===== config.mk =====
export PLATFORM = sky130hd
export DESIGN_NAME = conf_mul_sequencer
export DESIGN_NICKNAME = d
export VERILOG_FILES = /design/src/rtl/conf_mul_sequencer.sv
export SDC_FILE = /design/constraint.sdc
export NUM_CORES = 1
export LEC_CHECK = 0
export CAP_MARGIN = 0
export CORE_MARGIN = 2
export CORE_UTILIZATION = 30
export CTS_BUF_LIST = sky130_fd_sc_hd__clkbuf_8
export DETAILED_ROUTE_END_ITERATION = 12
export PLACE_DENSITY = 0.61
export RECOVER_POWER = 50
export SLEW_MARGIN = 20
export SYNTH_ARGS = -nofsm -noshare
export SYNTH_HDL_FRONTEND = slang
export SYNTH_SLANG_ARGS = --single-unit

===== constraint.sdc =====
create_clock -name clk -period 3.31 [get_ports clk]
set_clock_uncertainty 0.05 [all_clocks]
set_input_delay 0.662 -clock clk [delete_from_list [all_inputs] [get_ports clk]]
set_output_delay 0.662 -clock clk [all_outputs]
set_load 0.02 [all_outputs]

===== src/rtl/conf_mul_sequencer.sv =====
// Operand/reset sequencer for a configurable accurate/approximate multiplier wrapper.
// Define CONF_MUL_SEQ_PERF_CNT_EN to add the apx_ops acceptance counter output.
module conf_mul_sequencer #(
  parameter int LAT    = 2,
  parameter int WARMUP = 64
) (
  input  logic       clk,
  input  logic       rstP,
  input  logic       start,
  input  logic       mode,
  input  logic [8:0] num_ops,
  input  logic       abort,
  input  logic       in_valid,
  output logic       in_ready,
  output logic [2:0] state,
  output logic [8:0] count0,
  output logic       mul_rstP,
  output logic       racc,
  output logic       rapx,
  output logic       out_valid,
  output logic       busy,
`ifdef CONF_MUL_SEQ_PERF_CNT_EN
  output logic [15:0] apx_ops,
`endif
  output logic       done
);

  typedef enum logic [2:0] {
    S_IDLE    = 3'b000,
    S_WARMUP  = 3'b001,
    S_RUN_ACC = 3'b010,
    S_RUN_APX = 3'b011,
    S_DRAIN   = 3'b100
  } state_t;

  localparam logic [8:0] WARM_LAST = 9'(WARMUP - 1);

  state_t           r_state;
  logic [8:0]       r_count0;
  logic [8:0]       r_num_ops;
  logic             r_mode;
  logic             r_done;
  logic [LAT-1:0]   r_sr;

  logic w_busy;
  logic w_run;
  logic w_accept;
  logic w_sr_clr;

  assign w_busy   = (r_state != S_IDLE);
  assign w_run    = (r_state == S_RUN_ACC) || (r_state == S_RUN_APX);
  assign in_ready = w_run && (r_count0 < r_num_ops);
  assign w_accept = in_valid && in_ready;
  assign w_sr_clr = rstP || (abort && w_busy);

  // Latency pipe tracks accepted operands only; it keeps shifting regardless of FSM state.
  always_ff @(posedge clk) begin
    if (w_sr_clr) r_sr[0] <= 1'b0;
    else          r_sr[0] <= w_accept;
  end

  for (genvar gi = 1; gi < LAT; gi++) begin : g_sr
    always_ff @(posedge clk) begin
      if (w_sr_clr) r_sr[gi] <= 1'b0;
      else          r_sr[gi] <= r_sr[gi-1];
    end
  end

  always_ff @(posedge clk) begin
    if (rstP) begin
      r_state   <= S_IDLE;
      r_count0  <= '0;
      r_num_ops <= '0;
      r_mode    <= 1'b0;
      r_done    <= 1'b0;
    end else begin
      r_done <= 1'b0;
      if (abort && w_busy) begin
        r_state  <= S_IDLE;
        r_count0 <= '0;
      end else begin
        case (r_state)
          S_IDLE: begin
            if (start && !abort) begin
              r_mode    <= mode;
              r_num_ops <= num_ops;
              r_count0  <= '0;
              // An empty job completes immediately without touching the multiplier.
              if (num_ops == 9'd0) r_done  <= 1'b1;
              else                 r_state <= S_WARMUP;
            end
          end
          S_WARMUP: begin
            if (r_count0 == WARM_LAST) begin
              r_count0 <= '0;
              r_state  <= r_mode ? S_RUN_APX : S_RUN_ACC;
            end else begin
              r_count0 <= r_count0 + 9'd1;
            end
          end
          S_RUN_ACC, S_RUN_APX: begin
            if (w_accept) begin
              r_count0 <= r_count0 + 9'd1;
              if (r_count0 == r_num_ops - 9'd1) r_state <= S_DRAIN;
            end
          end
          S_DRAIN: begin
            if (r_sr == '0) begin
              r_state  <= S_IDLE;
              r_count0 <= '0;
              r_done   <= 1'b1;
            end
          end
          default: r_state <= S_IDLE;
        endcase
      end
    end
  end

`ifdef CONF_MUL_SEQ_PERF_CNT_EN
  logic [15:0] r_apx_ops;
  // Saturating and deliberately untouched by abort so it reflects all approximate work issued.
  always_ff @(posedge clk) begin
    if (rstP)
      r_apx_ops <= '0;
    else if (w_accept && (r_state == S_RUN_APX) && (r_apx_ops != 16'hFFFF))
      r_apx_ops <= r_apx_ops + 16'd1;
  end
  assign apx_ops = r_apx_ops;
`endif

  assign state     = r_state;
  assign count0    = r_count0;
  assign busy      = w_busy;
  assign racc      = (r_state == S_IDLE);
  assign mul_rstP  = (r_state == S_IDLE) || (r_state == S_WARMUP);
  assign rapx      = w_busy && r_mode;
  assign out_valid = r_sr[LAT-1];
  assign done      = r_done;

endmodule

* Word-level counts from Yosys, hierarchy flattened
Index checks and enable logic that the tools add are counted.
Storage, ports and cells: register bits after elaboration 25, output and inout bits 19, logic and storage cells 59
Operators by class: add/sub/neg operators 2, order comparisons 1, equality and inequality tests 12, mux-type cells 17, bitwise gates (word level) 1, reductions and logical operators 19
Operators by type and width (count):
- 9-bit two-way mux | 4
- 9-bit case mux with 4 select lines | 1
- 3-bit two-way mux | 6
- 3-bit case mux with 4 select lines | 1
- 2-bit inequality test, second input constant | 5
- 9-bit by 1-bit adder with 9-bit output, second input constant | 1
- 9-bit by 6-bit == test with 1-bit output, second input constant | 1
- 9-bit == test | 1
- 9-bit logical NOT | 1
- 9-bit less-than comparator | 1
- 9-bit by 1-bit subtractor with 9-bit output, second input constant | 1
- 3-bit by 2-bit == test with 1-bit output, second input constant | 2
- 6-bit AND reduction | 1
- 1-bit logical AND | 5
- 1-bit two-way mux | 4
- 4-bit AND reduction | 1
- 4-bit nonzero test | 1
- 2-bit OR reduction | 2
- 3-bit by 1-bit == test with 1-bit output, second input constant | 1
- 3-bit == test, second input constant | 1
- 3-bit logical NOT | 1
- 1-bit logical OR | 3
- 3-bit AND reduction | 1
- 3-bit nonzero test | 1
- 5 further kinds | 5

* Depth between registers and ports, before layout
Gate-level depths: netlist (run 1).
depth in word-level cells 6, gate-level depth with buffers 9

* Worst setup path after synthesis (run 1)
No wires, ideal clock.
path type register -> output, start point reg r_count0[4], in the netlist count0[4], end point out in_ready, data arrival time 1.787 ns, slack 0.811 ns, cell stages (with the launch flop) 6, buffers on the path 0, cell sequence dfxtp_1 ha_1 a211oi_1 nand2_1 o21ai_0 and4b_1
Between the ends: longest elaborated chain between the ends 2
RTL lines:
- start, declared | RTL line 39 | logic [8:0] r_count0;
- start signal, assigned | RTL line 98 | r_count0 <= r_count0 + 9'd1;
- start signal, assigned | RTL line 103 | r_count0 <= r_count0 + 9'd1;
- 9-bit less-than comparator | RTL line 52 | assign in_ready = w_run && (r_count0 < r_num_ops);
- 1-bit logical AND | RTL line 52
- end, declared | RTL line 14 | output logic in_ready,
Every way passes these cells.

* Worst setup path after layout (run 1)
Same ends and word-level chain as after synthesis.

==> results of run 1 <==
worst max-delay path: cells and delay by family (launching register included):
kind | cells | cell delay [ps]
compound gates | 2 | 430
fa+ha+maj | 1 | 290
buf+inv | 1 | 600
flops | 1 | 470
simple gates | 2 | 330
Yosys cell counts (all sizes together), types with 2 or more instances:
| cell | instances |
|---|---|
| a211oi | 2 |
| a21oi | 10 |
| and2 | 2 |
| and3 | 3 |
| clkbuf | 6 |
| dfxtp | 25 |
| ha | 11 |
| inv | 12 |
| mux2i | 11 |
| nand2 | 13 |
| nand2b | 3 |
| nand3 | 6 |
| nand3b | 2 |
| nand4 | 2 |
| nor2 | 21 |
| nor3 | 9 |
| nor3b | 4 |
| o211ai | 4 |
| o21ai | 9 |
| o31ai | 3 |
| or3 | 7 |
| or4 | 5 |
| xnor2 | 10 |
| xor2 | 4 |
routing by layer:
metal,vias up,wire (µm),track usage (%)
li1,774,-,-
met5,-,0,0
met3,7,136,2.558
met4,0,80,5.714
met1,665,1879,17.32
met2,32,1750,21.30
state kept, by name, indices dropped and copies added (netlist names):
signal	flops
r_mode	1
r_num_ops	9
r_sr	1
count0	9
state	3
out_valid	1
done	1
cells by family (layout without fill, tap and decap cells):
family          after synthesis  count (layout)  synth area share (%)
xor+xnor                     14              14                 7.567
buf+inv                      18              52                 4.170
flops                        25              25                 30.89
simple gates                 81              81                 27.49
mux                          11              11                 6.796
compound gates               36              36                 14.60
fa+ha+maj                    11              11                 8.494
cell usage in the layout, fill, tap and decap left out, drive strengths merged, types with 2 or more instances in the layout:
cell           netlist  layout
o31ai                3       3
or3                  7       7
xor2                 4       4
a211oi               2       2
nor2                21      21
nand2               13      13
o211ai               4       4
and3                 3       3
o21ai                9       9
inv                 12      13
or4                  5       5
dfxtp               25      25
dlygate4sd3          0      13
clkdlybuf4s50        0      20
and2                 2       2
nand3                6       6
nor3                 9       9
nand2b               3       3
buf                  0       2
nand4                2       2
xnor2               10      10
nor3b                4       4
ha                  11      11
mux2i               11      11
a21oi               10      10
clkbuf               6       4
nand3b               2       2
through the flow:
stage | instance area [µm²] | std cells
after floorplan | 1620 | 196
after global routing | 2081 | 300
final | 2081 | 300
after detailed placement | 2038 | 296
after CTS | 2083 | 300
after global placement | 2038 | 296
power by group through the flow:
stage	combinational [W]	sequential, W	clock, W
2_1_floorplan	0.000125	0.000338	0
3_3_place_gp	0.000196	0.000337	0
3_5_place_dp	0.000197	0.000338	0
4_1_cts	0.000198	0.000331	0.000192
5_1_grt	0.000215	0.000333	0.000202
6_report	0.000192	0.000330	0.000186
final timing paths:
kind                                              from  cells past startpoint                      to
worst min-delay path                r_sr[0]$_SDFF_PP0_                      1    out_valid$_SDFF_PP0_
worst max-delay path            count0[4]$_SDFFE_PP0P_                      6                in_ready
worst max register to register  count0[4]$_SDFFE_PP0P_                      9  count0[7]$_SDFFE_PP0P_
worst min register to register      r_sr[0]$_SDFF_PP0_                      1    out_valid$_SDFF_PP0_
area by class of cell:
class	count	area share (%)
Multi-Input combinational cell	153	50.57
Inverter	12	2.165
Timing Repair Buffer	36	16.78
Sequential cell	25	24.11
Tap cell	70	4.209
Clock inverter	1	0.1804
Clock buffer	3	1.984
==> flow_metrics.tcl, run 1 <==
set metrics [dict create \
    yosys_register_bits 25 \
    pin_count 34 \
    gp_congestion 0.8165 \
    combPwrFrac_pct 27.2 \
    ant_nets 0 \
    finalHoldViolCount 0 \
    yosys.area.top_type "dfxtp_1" \
    yosysTopAreaCellShare_pct 30.89 \
    routedWlPerCell_um 12.82 \
    overflow 0 \
    pwr-share-clk_pct 26.2 \
    grt_max_degree 16 \
    power.switching_w 0.0002211 \
    r2r_slack_ps 740 \
    relSlewSlack_pct 54.36 \
    fillCellCount 534 \
    cp_slowest_cell "clkdlybuf4s50_1" \
    num_vias 1478 \
    post_cts_buffers 0 \
    min_path_type "reg2reg" \
    hold_buffers 0 \
    n_antenna_cell 0 \
    min_period_over_period_pct 93.75 \
    timing.critical_path.fanout_max 8 \
    grt_pass1_wl_um 6437 \
    cp_cell_sequence "ha_1, a211oi_1, nand2_1, o21ai_0, and4b_1, clkdlybuf4s50_1" \
    coreArea_um2 5172 \
    clockRootBuffer "clkbuf_8" \
    crit_arrival_ps 2390 \
    tightestPinTransition_ps 680.0 \
    regArea_um2 501.7 \
    ys_seq_area_share_pct 30.89 \
    area_growth_pct 28.42 \
    leakage_nw 0.8445 \
    vias_per_cell 4.927 \
    switching_share_pct 31.21 \
    io_buffers 33 \
    ys.flop_type "dfxtp_1" \
    grt_pass1_vias 1399 \
    timing.final.crit_period_ps 3103 \
    synth_edf_count 0 \
    worst_slack_ps 206.9 \
    clock_sinks 25 \
    yosysWarnings 0 \
    drt_first_pass_iters 4 \
    dp_hpwl_um 3012 \
    rows 26 \
    cts_tree "built" \
    drt_iter0_markers 65 \
    cp_data_required_time_ps 2600 \
    power_density_nw_per_um2 340.4 \
    htreeDepth 1 \
    drive_gt1_share_pct 4.348 \
    power.share.sequential_pct 46.7 \
    clock.fmax_mhz 322.3 \
    synthTopCellsByArea "dfxtp_1 31%, ha_1 8.5%, mux2i_1 6.8%" \
    finalNetCount 257 \
    cp-start-kind "register" \
    worstSkewPairLatency_ps 280 \
    setup_viol 0 \
    dieArea_um2 6005 \
    clk_path_buf_depth 2 \
    die_h_um 77.49 \
    finalSetupTns_ps 0 \
    p_int_w 0.0004873 \
    synth_cells 196 \
    finalMaxSlewViolations 0 \
    whs_ps 418.4 \
    rsz0062_at_grt "no" \
    drv_cap 0 \
    fin_util_pct 40.23 \
    start_util_pct 31.33 \
    synth.distinct_cells 38 \
    multi_input_area_um2 1052 \
    max_stage_delay_ps 600 \
    status "complete, no violations" \
    clk_pin_slew_ps 90 \
    synth.avg_cell_area_um2 8.267 \
    async_flop_share_pct 0 \
    antenna_found_initial 0 \
    cts_resized 0 \
    ir_drop_mv 0.1699 \
    endpoint_kind "output port" \
    chipWidth_um 77.49 \
    wirelength_um 3847 \
    worstSetupPathType "reg2out" \
    place_ws_ps 414.0 \
    route.detailed.drc 0 \
    synthesis.nets 222 \
    power_w 0.0007083 \
    synthesis.area_um2 1620 \
    track_usage_pct 13.27 \
    cts_buffers 3 \
]
Note: power is estimated with default switching activity, not from simulation.
==> run 2, diff against run 1 <==
Settings changed: CORE_MARGIN 2 to not set, HOLD_SLACK_MARGIN set to 0.12.
==> flow_metrics.tcl, run 2 (same netlist as run 1, synthesis figures left out) <==
set metrics [dict create \
    ant_nets 0 \
    finalHoldViolCount 0 \
    stdcell_area_um2 2086 \
    dp_hpwl_um 3037 \
    drt-met1-wl_um 1850 \
    final_common_cell "dfxtp_1" \
    overflow 0 \
    min_period_over_period_pct 94.24 \
    whs_ps 414.3 \
    r2r_slack_ps 790 \
    crit_arrival_ps 2410 \
    power_density_nw_per_um2 342.5 \
    cts_resized 0 \
    setup_viol 0 \
    routedWlPerCell_um 12.94 \
    start_util_pct 31.52 \
    dpl.cell_count 296 \
    drive_gt1_share_pct 5.217 \
    clock.fmax_mhz 320.6 \
    crit_path_end "in_ready" \
    track_usage_pct 14.69 \
    topRoutingLayerUsed "met4" \
    post_cts_buffers 0 \
    fillCellCount 554 \
    final_cell_mix "24 x dfxtp_1, 21 x nor2_1, 20 x clkdlybuf4s50_1, 13 x nand2_1, 13 x dlygate4sd3_1" \
    finalMaxSlewViolations 0 \
    grt_pass1_vias 1392 \
    clock_sinks 25 \
    wl_met2_um 1819 \
    cts_buffers 3 \
    drt_iter0_markers 65 \
    max_stage_delay_ps 600 \
    chipWidth_um 75.49 \
    worstSkewPairLatency_ps 270 \
    timing.final.crit_period_ps 3119 \
    worst_slack_ps 190.7 \
    r2r_start "count0[4]$_SDFFE_PP0P_" \
    grt_max_degree 16 \
    cp_cell_sequence "ha_1, a211oi_1, nand2_1, o21ai_0, and4b_1, clkdlybuf4s50_1" \
    num_vias 1518 \
    vias_per_cell 5.060 \
    die_h_um 75.49 \
    cp_num_buf_inv 1 \
    regArea_um2 501.7 \
    leakage_nw 0.8473 \
    rr_endpoint "count0[7]$_SDFFE_PP0P_" \
    min_path_type "reg2reg" \
    crit_cells 6 \
    endpoint_kind "output port" \
    place_ws_ps 407.1 \
    antenna_found_initial 0 \
    coreArea_um2 5140 \
    timing.critical_path.fanout_max 8 \
    cp_slowest_cell "clkdlybuf4s50_1" \
    met3_length_um 160 \
    r2r.worst_path.cells 9 \
    finalSetupTns_ps 0 \
    n_antenna_cell 0 \
    grt_pass1_wl_um 6361 \
    route.detailed.drc 0 \
    finalNetCount 257 \
    multi_input_area_um2 1052 \
    wirelength_um 3883 \
    tightestPinTransition_ps 645.6 \
    pin_count 34 \
    cp-start-kind "register" \
    ir_drop_mv 0.1559 \
    htreeDepth 1 \
    io_buffers 33 \
    worstSetupStartpoint "count0[4]$_SDFFE_PP0P_" \
    rows 26 \
    gp_congestion 0.8335 \
    rsz0062_at_grt "no" \
    cts_tree "built" \
    worstSetupPathType "reg2out" \
    placed_cell_area_um2 2038 \
    clk_pin_slew_ps 100 \
    clockRootBuffer "clkbuf_8" \
    hold_buffers 0 \
    cp_top_family "buffers and inverters" \
    cp_data_required_time_ps 2600 \
    drt_first_pass_iters 4 \
    dieArea_um2 5699 \
    final_cells 300 \
    area_growth_pct 28.73 \
    relSlewSlack_pct 56.83 \
    status "complete, no violations" \
    drv_cap 0 \
    whs_path_depth 1 \
    clk_path_buf_depth 2 \
]
[run 2: cell count changes in the layout (fill, tap and decap cells not counted), sizes merged]
cell	delta
inv	-1
clkinv	+1
clkbuf	-1
buf	+1
[run 2: through the flow]
step	util, %	total power, W
floorplan	-	0.0004635
global placement	39.65	0.0005323
detailed placement	39.65	0.0005332
CTS	40.56	0.0007244
global route	40.58	0.0007600
finish	40.58	0.0007144
[run 2: routing by layer]
| layer | GRT usage, % | vias to the layer above |
|---|---|---|
| li1 | - | 777 |
| met5 | 0 | - |
| met4 | 5.761 | 0 |
| met1 | 19.63 | 696 |
| met3 | 2.513 | 7 |
| met2 | 23.61 | 38 |
[run 2: layout make-up]
| cell class | instances | share of cell area [%] |
|---|---|---|
| multi-input cells | 153 | 50.45 |
| flip-flops and latches | 25 | 24.06 |
| repair buffers | 36 | 16.92 |
| well taps | 70 | 4.199 |
| inverters | 12 | 2.160 |
| clock buffers | 3 | 1.980 |
| clock inverters | 1 | 0.2400 |
[run 2: how the worst min path moves through the flow]
| stage | from | endpoint | slack (ps) |
|---|---|---|---|
| 4_1_cts | r_sr[0]$_SDFF_PP0_ | out_valid$_SDFF_PP0_ | 420 |
| 2_1_floorplan | r_sr[0]$_SDFF_PP0_ | out_valid$_SDFF_PP0_ | 380 |
| 3_3_place_gp | r_sr[0]$_SDFF_PP0_ | out_valid$_SDFF_PP0_ | 390 |
| 6_report | r_sr[0]$_SDFF_PP0_ | out_valid$_SDFF_PP0_ | 410 |
| 3_5_place_dp | r_sr[0]$_SDFF_PP0_ | out_valid$_SDFF_PP0_ | 390 |
| 5_1_grt | r_sr[0]$_SDFF_PP0_ | out_valid$_SDFF_PP0_ | 440 |
[run 2: where the power goes]
part           switching (W)  internal (W)  total [W]
clock               0.000105     0.0000844   0.000190
combinational       0.000101     0.0000932   0.000194
sequential         0.0000178      0.000312   0.000330
total               0.000224      0.000490   0.000714
[run 2: worst register-to-register path: cells and delay by family (launching register included)]
kind,cells,cell delay [ps]
buf+inv,2,370
flops,1,480
compound gates,4,660
fa+ha+maj,1,290
simple gates,2,610
==> run 3, diff against run 2 <==
Settings changed: CORE_MARGIN set to 8, CTS_CLUSTER_DIAMETER set to 30.
==> flow_metrics.tcl, run 3 (same netlist as run 1, synthesis figures left out) <==
set metrics [dict create \
    status "complete, no violations" \
    cts_tree "built" \
    route.detailed.drc 0 \
    routedWlPerCell_um 13.29 \
    clock_sinks 25 \
    cts_resized 0 \
    grt_pass1_vias 1407 \
    num_vias 1448 \
    clock.fmax_mhz 319.0 \
    timing.critical_path.fanout_max 6 \
    pin_count 34 \
    worstSkewPairLatency_ps 270 \
    ir_drop_mv 0.1640 \
    drt_first_pass_iters 4 \
    final_common_cell "dfxtp_1" \
    final_cell_mix "25 x dfxtp_1, 21 x nor2_1, 19 x clkdlybuf4s50_1, 14 x dlygate4sd3_1" \
    cp_data_required_time_ps 2600 \
    grt_max_degree 16 \
    clk_path_buf_depth 2 \
    setup_viol 0 \
    dpl.cell_count 297 \
    finalSetupTns_ps 0 \
    dieArea_um2 8008 \
    drv_cap 0 \
    antenna_found_initial 0 \
    timing.final.crit_period_ps 3135 \
    finalMaxSlewViolations 0 \
    start_util_pct 31.33 \
    finalHoldViolCount 0 \
    vias_per_cell 4.811 \
    cts_buffers 3 \
    gp_congestion 0.8031 \
    cp-start-kind "register" \
    endpoint_kind "output port" \
    track_usage_pct 10.48 \
    drive_gt1_share_pct 4.329 \
    min_path_type "reg2reg" \
    n_antenna_cell 0 \
    post_cts_buffers 0 \
    coreArea_um2 5172 \
    area_growth_pct 28.80 \
    leakage_nw 0.8531 \
    power_density_nw_per_um2 337.5 \
    min_period_over_period_pct 94.71 \
    dp_hpwl_um 3188 \
    clockRootBuffer "clkbuf_8" \
    cp_cell_sequence "inv_1, ha_1, a211oi_1, nand2_1, o21ai_0, and4b_1, clkdlybuf4s50_1" \
    rows 26 \
    htreeDepth 1 \
    relSlewSlack_pct 54.36 \
    hold_buffers 0 \
    final_cells 301 \
    chipWidth_um 89.49 \
    crit_arrival_ps 2420 \
    max_stage_delay_ps 610 \
    clk_pin_slew_ps 90 \
    io_buffers 33 \
    grt_pass1_wl_um 6603 \
    worstSetupPathType "reg2out" \
    cp_slowest_cell "clkdlybuf4s50_1" \
    tightestPinTransition_ps 682.5 \
    rsz0062_at_grt "no" \
    ant_nets 0 \
    overflow 0 \
    wirelength_um 4001 \
    drt_iter0_markers 68 \
    die_h_um 89.49 \
    finalNetCount 258 \
]
run 3: cell count changes in the layout (fill, tap and decap cells not counted):
cell	previous run	this run
clkdlybuf4s50_1	20	19
dfxtp_1	24	25
clkinv_2	1	0
clkbuf_1	0	1
inv_1	12	13
dlygate4sd3_1	13	14
dfxtp_2	1	0
run 3: per-stage QoR:
| step | power [W] | utilization [%] | instance area [µm²] | hold WS [ps] | setup WS [ps] |
|---|---|---|---|---|---|
| floorplan | 0.0004635 | - | 1620 | 380.9 | 810.8 |
| CTS | 0.0007173 | 40.42 | 2091 | 420.2 | 143.6 |
| global route | 0.0007468 | 40.35 | 2087 | 453.7 | 28.44 |
| finish | 0.0007044 | 40.35 | 2087 | 414.9 | 175.2 |
| detailed placement | 0.0005347 | 39.55 | 2046 | 396.3 | 459.2 |
| global placement | 0.0005355 | 39.55 | 2046 | 388.2 | 464.5 |
run 3: worst paths after layout:
check                                               start                endpoint  slack [ps]  depth (start not counted)
worst max-delay path            r_num_ops[4]$_SDFFE_PP0P_                in_ready         180                          7
worst min-delay path                   r_sr[0]$_SDFF_PP0_    out_valid$_SDFF_PP0_         410                          1
worst max register to register  r_num_ops[4]$_SDFFE_PP0P_  count0[7]$_SDFFE_PP0P_         730                         10
worst min register to register         r_sr[0]$_SDFF_PP0_    out_valid$_SDFF_PP0_         410                          1
run 3: worst max-delay path: cells and delay by family, from the launching register on:
| kind | cells | cell delay, ps |
|---|---|---|
| fa+ha+maj | 1 | 290 |
| compound gates | 2 | 400 |
| buf+inv | 2 | 690 |
| simple gates | 2 | 300 |
| flops | 1 | 460 |
run 3: per-layer routing:
layer / part of all wire [%] / wire, µm / GRT usage, % / vias up
met1: 47 / 1897 / 12.99 / 638
met5: 0 / 0 / 0 / -
met3: 5.9 / 236 / 2.298 / 6
met4: 1.7 / 68 / 4.532 / 0
li1: - / - / - / 778
met2: 45 / 1799 / 16.97 / 26
run 3: layout make-up:
cell class / instances / area, µm²
fill: 519 / 3085
sequential: 25 / 500.5
timing repair buffer: 37 / 356.6
inverter: 12 / 45.04
clock inverter: 1 / 3.754
clock buffer: 3 / 41.29
tap: 70 / 87.58
multi-input combinational: 153 / 1052
run 3: power breakdown:
| group | internal (W) | switching (W) |
|---|---|---|
| clock network | 0.0000831 | 0.0000987 |
| registers | 0.000312 | 0.0000164 |
| logic | 0.0000926 | 0.000101 |
